## src/rtl/alu_share_arbiter_if.sv

```systemverilog
// Bundle of the request, ALU and response channels of alu_share_arbiter.
// The slave modport is the arbiter's view; master is the client/ALU side.
interface alu_share_arbiter_if #(
  parameter int NUM_REQ = 4,
  parameter int WIDTH   = 5,
  parameter int ID_W    = 2
);
  logic [NUM_REQ-1:0]       req_valid;
  logic [NUM_REQ-1:0]       req_ready;
  logic [NUM_REQ*WIDTH-1:0] req_a;
  logic [NUM_REQ*WIDTH-1:0] req_b;
  logic [NUM_REQ*2-1:0]     req_sel;
  logic [WIDTH-1:0]         alu_a;
  logic [WIDTH-1:0]         alu_b;
  logic [1:0]               alu_sel;
  logic [WIDTH-1:0]         alu_out;
  logic                     rsp_valid;
  logic                     rsp_ready;
  logic [WIDTH-1:0]         rsp_data;
  logic [ID_W-1:0]          rsp_id;
  logic                     busy;

  modport master (
    output req_valid, req_a, req_b, req_sel, alu_out, rsp_ready,
    input  req_ready, alu_a, alu_b, alu_sel, rsp_valid, rsp_data, rsp_id, busy
  );

  modport slave (
    input  req_valid, req_a, req_b, req_sel, alu_out, rsp_ready,
    output req_ready, alu_a, alu_b, alu_sel, rsp_valid, rsp_data, rsp_id, busy
  );
endinterface

```

## src/rtl/alu_share_arbiter.sv

```systemverilog
// Round-robin sharing of one external combinational ALU between NUM_REQ
// requesters. One op in flight at a time: accept (IDLE), execute (EXEC),
// return the registered result tagged with the requester ID (RESP).
module alu_share_arbiter #(
  parameter int NUM_REQ = 4,
  parameter int WIDTH   = 5,
  parameter int ID_W    = 2
) (
  input  logic               clk,
  input  logic               rst,
  alu_share_arbiter_if.slave bus
);

  typedef enum logic [1:0] {IDLE, EXEC, RESP} stateT;

  stateT              state;
  logic [ID_W-1:0]    rrPtr;
  logic [ID_W-1:0]    idQ;
  logic [WIDTH-1:0]   aluA;
  logic [WIDTH-1:0]   aluB;
  logic [1:0]         aluSel;
  logic               rspValid;
  logic [WIDTH-1:0]   rspData;
  logic [ID_W-1:0]    rspId;
  logic               busy;

  logic               anyValid;
  logic [ID_W-1:0]    winner;
  logic [ID_W-1:0]    cand;
  logic [ID_W-1:0]    nextPtr;
  logic [NUM_REQ-1:0] reqReady;
  logic [WIDTH-1:0]   selA;
  logic [WIDTH-1:0]   selB;
  logic [1:0]         selOp;

  // First valid requester at or above rrPtr, wrapping; scanning downward so
  // the nearest candidate is the last one written.
  always_comb begin
    anyValid = 1'b0;
    winner   = rrPtr;
    cand     = '0;
    for (int k = NUM_REQ - 1; k >= 0; k--) begin
      cand = ID_W'((int'(rrPtr) + k) % NUM_REQ);
      if (bus.req_valid[cand]) begin
        anyValid = 1'b1;
        winner   = cand;
      end
    end
  end

  assign nextPtr = (winner == ID_W'(NUM_REQ - 1)) ? '0 : winner + ID_W'(1);

  // Grant only while idle; depends on state, rrPtr and req_valid alone.
  always_comb begin
    reqReady = '0;
    if (state == IDLE && anyValid) reqReady[winner] = 1'b1;
  end

  // Route the winner's payload with constant slices.
  always_comb begin
    selA  = '0;
    selB  = '0;
    selOp = '0;
    for (int i = 0; i < NUM_REQ; i++) begin
      if (winner == ID_W'(i)) begin
        selA  = bus.req_a[i*WIDTH +: WIDTH];
        selB  = bus.req_b[i*WIDTH +: WIDTH];
        selOp = bus.req_sel[i*2 +: 2];
      end
    end
  end

  // Control FSM with registered ALU operands and response outputs.
  always_ff @(posedge clk) begin
    if (rst) begin
      state    <= IDLE;
      rrPtr    <= '0;
      idQ      <= '0;
      aluA     <= '0;
      aluB     <= '0;
      aluSel   <= '0;
      rspValid <= 1'b0;
      rspData  <= '0;
      rspId    <= '0;
      busy     <= 1'b0;
    end else begin
      case (state)
        IDLE: begin
          if (anyValid) begin
            aluA   <= selA;
            aluB   <= selB;
            aluSel <= selOp;
            idQ    <= winner;
            rrPtr  <= nextPtr;
            busy   <= 1'b1;
            state  <= EXEC;
          end
        end
        EXEC: begin
          rspData  <= bus.alu_out;
          rspId    <= idQ;
          rspValid <= 1'b1;
          state    <= RESP;
        end
        RESP: begin
          if (bus.rsp_ready) begin
            rspValid <= 1'b0;
            busy     <= 1'b0;
            state    <= IDLE;
          end
        end
        default: begin
          rspValid <= 1'b0;
          busy     <= 1'b0;
          state    <= IDLE;
        end
      endcase
    end
  end

  assign bus.req_ready = reqReady;
  assign bus.alu_a     = aluA;
  assign bus.alu_b     = aluB;
  assign bus.alu_sel   = aluSel;
  assign bus.rsp_valid = rspValid;
  assign bus.rsp_data  = rspData;
  assign bus.rsp_id    = rspId;
  assign bus.busy      = busy;

endmodule
```

## src/flat_wrapper.sv

```systemverilog
// flat-port wrapper written by rule: the top's interface ports become plain ports
module alu_share_arbiter_flat 
#(
  parameter int NUM_REQ = 4,
  parameter int WIDTH   = 5,
  parameter int ID_W    = 2
)
  (clk, rst, bus_req_valid, bus_req_a, bus_req_b, bus_req_sel, bus_alu_out, bus_rsp_ready, bus_req_ready, bus_alu_a, bus_alu_b, bus_alu_sel, bus_rsp_valid, bus_rsp_data, bus_rsp_id, bus_busy);
  alu_share_arbiter_if #(.NUM_REQ(NUM_REQ), .WIDTH(WIDTH), .ID_W(ID_W)) bus_i ();
  input  logic clk;
  input  logic rst;
  input wire logic [$bits(bus_i.req_valid)-1:0] bus_req_valid;
  input wire logic [$bits(bus_i.req_a)-1:0] bus_req_a;
  input wire logic [$bits(bus_i.req_b)-1:0] bus_req_b;
  input wire logic [$bits(bus_i.req_sel)-1:0] bus_req_sel;
  input wire logic [$bits(bus_i.alu_out)-1:0] bus_alu_out;
  input wire logic [$bits(bus_i.rsp_ready)-1:0] bus_rsp_ready;
  output wire logic [$bits(bus_i.req_ready)-1:0] bus_req_ready;
  output wire logic [$bits(bus_i.alu_a)-1:0] bus_alu_a;
  output wire logic [$bits(bus_i.alu_b)-1:0] bus_alu_b;
  output wire logic [$bits(bus_i.alu_sel)-1:0] bus_alu_sel;
  output wire logic [$bits(bus_i.rsp_valid)-1:0] bus_rsp_valid;
  output wire logic [$bits(bus_i.rsp_data)-1:0] bus_rsp_data;
  output wire logic [$bits(bus_i.rsp_id)-1:0] bus_rsp_id;
  output wire logic [$bits(bus_i.busy)-1:0] bus_busy;
  assign bus_i.req_valid = bus_req_valid;
  assign bus_i.req_a = bus_req_a;
  assign bus_i.req_b = bus_req_b;
  assign bus_i.req_sel = bus_req_sel;
  assign bus_i.alu_out = bus_alu_out;
  assign bus_i.rsp_ready = bus_rsp_ready;
  assign bus_req_ready = bus_i.req_ready;
  assign bus_alu_a = bus_i.alu_a;
  assign bus_alu_b = bus_i.alu_b;
  assign bus_alu_sel = bus_i.alu_sel;
  assign bus_rsp_valid = bus_i.rsp_valid;
  assign bus_rsp_data = bus_i.rsp_data;
  assign bus_rsp_id = bus_i.rsp_id;
  assign bus_busy = bus_i.busy;
  alu_share_arbiter #(.NUM_REQ(NUM_REQ), .WIDTH(WIDTH), .ID_W(ID_W)) u_core (.clk(clk), .rst(rst), .bus(bus_i));
endmodule
```

## config.mk

```make
export PLATFORM = sky130hd
export DESIGN_NAME = alu_share_arbiter_flat
export DESIGN_NICKNAME = d
export VERILOG_FILES = /design/src/rtl/alu_share_arbiter_if.sv /design/src/rtl/alu_share_arbiter.sv /design/src/flat_wrapper.sv
export SDC_FILE = /design/constraint.sdc
export NUM_CORES = 1
export LEC_CHECK = 0
export ABC_AREA = 1
export CORE_MARGIN = 4
export CORE_UTILIZATION = 39
export DETAILED_ROUTE_END_ITERATION = 7
export GPL_ROUTABILITY_DRIVEN = 0
export PLACE_DENSITY = 0.8
export SLEW_MARGIN = 20
export SYNTH_ARGS = -nofsm -noshare
export SYNTH_HDL_FRONTEND = slang
export SYNTH_SLANG_ARGS = --single-unit
```

## constraint.sdc

```tcl
create_clock -name clk -period 3.4 [get_ports clk]
set_clock_uncertainty 0.2 [all_clocks]
set_input_delay 0.34 -clock clk [delete_from_list [all_inputs] [get_ports clk]]
set_output_delay 0.34 -clock clk [all_outputs]
set_load 0.005 [all_outputs]
```

==> flow_metrics.tcl <==
set metrics [dict create \
    status "completed" \
    p_leak_uw 0.00101 \
    cts_buffers 3 \
    post_dp_cell_area_mm2 0.00244 \
    ctsResizeCount 0 \
    drt-met1-wl_um 1820 \
    grt_first_pass_wirelength_um 6890 \
    synthesis.nets 289 \
    max_slew_margin 0.658 \
    fin_crit_ps 3130 \
    num_rows 22 \
    maxCapViolations 0 \
    crit_chain "inv_6 -> nand2_2 -> nand2_1 -> nand2_1 -> nand2_2 -> inv_1 -> nand3_1 -> nand3_1 -> nand2_1 -> inv_1 -> ha_1 -> inv_1 -> nor2_1 -> clkdlybuf4s50_1" \
    max_slew.worst_pin.slew_ps 513 \
    synth_compound_area_frac 0.284 \
    cp_num_buf_inv 5 \
    fmax_ghz 0.320 \
    crit_type "reg2out" \
    synth-xor-area-share 0 \
    antenna_found_initial 0 \
    start_util 0.418 \
    min_path_type "reg2reg" \
    ys_seq_elements 27 \
    ir_worst_vdd_mv 0.477 \
    cts_tree "yes" \
    detail-route-antenna-nets 0 \
    n_antenna_cell 0 \
    cts.sinks 27 \
    synth.yosys.seq_area_share 0.340 \
    synthAdderAreaFrac 0.0315 \
    chipHeight_um 71.8 \
    post-route-drc-count 0 \
    regArea_um2 541 \
    h-tree-depth 1 \
    layout.cells.non_filler 352 \
    critPathTopFamily "buffers and inverters" \
    synthCells 225 \
    worstSetupStartpoint "u_core.rrPtr[0]" \
    crit-reg2reg-launch "u_core.rrPtr[0]" \
    ys_types 22 \
    worstSetupEndpointType "primary output" \
    crit_slowest_cell "dfxtp_1" \
    reg2reg_depth 16 \
    drt-pass1-iter-count 4 \
    crit_cells 14 \
    slew_violations 0 \
    wire_per_inst_um 12.1 \
    post-cts-setup-buffer-count 0 \
    period_share 0.919 \
    pin_count 85 \
    synth_top_family_by_area "compound AO/OA/AOI/OAI gates" \
    fillerInstances 356 \
    finalSetupTns_ps 0 \
    hp-start "u_core.idQ[0]" \
    dp.cells 348 \
    drt-initial-drc-count 66 \
    synthesis.area_mm2 0.00159 \
    cpPeakStageDelay_ps 600 \
    wl_um 4250 \
    routed_via_density 4.84 \
    grt_overflow 0 \
    synthMuxAreaShare 0 \
    track_usage 0.162 \
    crit_path_max_fanout 9 \
    cts.clk_slew.worst_paths_ps 90 \
    cts_root_buffer "clkbuf_8" \
    synth_simple_gate_area_frac 0.237 \
    arrival_ps 2590 \
    rsz0062_at_grt "no" \
    critPathRequiredTime_ps 2860 \
    yosys_warnings 0 \
    avgSynthCellArea_um2 7.06 \
    power.density_mw_per_mm2 886 \
    dr_wl_met3_um 513 \
    ctsHoldBuffers 0 \
    fp.dieArea_mm2 0.00516 \
    met2_length_um 1870 \
    grt_pass1_vias 1649 \
    clock_latency_ps 270 \
    clockBufferDepth 2 \
    multiInputGateArea_um2 878 \
    top_layer "met4" \
    drive_gt1_frac 0.0954 \
    port_buffers 84 \
    syn_to_final_growth_pct 56.5 \
    core-area_mm2 0.00380 \
    hold_depth 2 \
    fin_nets 369 \
    stdcell_area_mm2 0.00248 \
    setup_viol 0 \
    dpl.hpwl_um 3460 \
    dr_total_vias 1702 \
    die_w_um 71.8 \
    cp-start-kind "flip-flop" \
    grt_max_degree 28 \
    hold_viol 0 \
]
==> stage by stage <==
step / util / power (uW) / hold slack (ps) / worst slack (ps)
6_report: 0.654 / 2200 / 263 / 274
5_1_grt: 0.654 / 2440 / 298 / 78.5
4_1_cts: 0.654 / 2220 / 261 / 283
3_5_place_dp: 0.642 / 2030 / 246 / 401
3_3_place_gp: 0.642 / 2010 / 244 / 486
2_1_floorplan: - / 1560 / 202 / 976
==> area by class of cell <==
cell class                 instances  share of cell area
inverter                          21              0.0358
timing repair buffer              88               0.350
multi-input combinational        164               0.353
tap                               48              0.0242
clock inverter                     1             0.00201
sequential                        27               0.218
clock buffer                       3              0.0166
==> cell families after synthesis <==
logic type	after synthesis
simple gates	83
compound gates	77
buf+inv	34
flops	27
fa+ha+maj	4
==> per-layer routing <==
layer | up-vias | GRT usage
li1 | 923 | -
met4 | 0 | 0.0376
met2 | 75 | 0.270
met5 | - | 0
met1 | 700 | 0.192
met3 | 4 | 0.0673
==> worst register-to-register path, cell delays in order, from the launching register on <==
cell and delay, ps:
dfxtp_1 600, nand2_1 120, nand2_2 110, nand2_2 70, nand2_2 70, inv_1 50
nand3_1 80, nand3_1 70, nand2_1 140, inv_1 110, ha_1 240, nor2_1 110
buf_4 180, a22oi_1 80, o211ai_1 170, o21ai_0 130, a21oi_1 150
==> registers in the layout, summed over array words and instances, names as in the netlist <==
| signal | flops |
|---|---|
| u_core.idQ | 2 |
| u_core.state | 2 |
| u_core.rrPtr | 2 |
| u_core.bus.alu_sel | 2 |
| u_core.bus.alu_a | 5 |
| u_core.bus.busy | 1 |
| u_core.bus.alu_b | 5 |
| u_core.bus.rsp_data | 5 |
| u_core.bus.rsp_id | 2 |
| u_core.bus.rsp_valid | 1 |
==> cells in the mapped netlist, drive strengths merged <==
cell type	instances	share of area
nand2	48	0.14
clkbuf	8	0.019
a21oi	19	0.062
a211oi	1	0.0047
ha	4	0.032
o21ai	33	0.10
nor2	23	0.058
a22oi	12	0.057
inv	21	0.056
nand3b	1	0.0047
dfxtp	27	0.34
nand3	11	0.035
buf	5	0.032
o211ai	12	0.057
==> cell usage in the layout, fill, tap and decap left out, types with 2 or more instances in the layout <==
| master | instances |
|---|---|
| ha_1 | 4 |
| buf_4 | 4 |
| nand2_1 | 33 |
| o21ai_0 | 25 |
| inv_6 | 2 |
| nand3_1 | 11 |
| clkbuf_8 | 3 |
| nor2_2 | 2 |
| o211ai_1 | 12 |
| dfxtp_1 | 27 |
| a22oi_1 | 12 |
| clkdlybuf4s50_1 | 84 |
| o21ai_1 | 8 |
| inv_1 | 18 |
| a21oi_1 | 18 |
| nand2_2 | 14 |
| nor2_1 | 21 |
==> power by group <==
group / internal [uW] / total, uW / leakage [uW] / switching, uW
Sequential: 434 / 504 / 0.000224 / 69.3
Clock: 82.0 / 178 / 0.0000255 / 96.3
Combinational: 691 / 1520 / 0.000765 / 828
==> worst paths after layout <==
path	slack [ps]	to
setup reg to reg	660	u_core.bus.alu_a[2]
hold reg to reg	260	u_core.bus.rsp_id[0]
hold / removal	260	u_core.bus.rsp_id[0]
setup / recovery	270	bus_req_ready[1]
No activity file was read; power rests on OpenSTA's default activity.
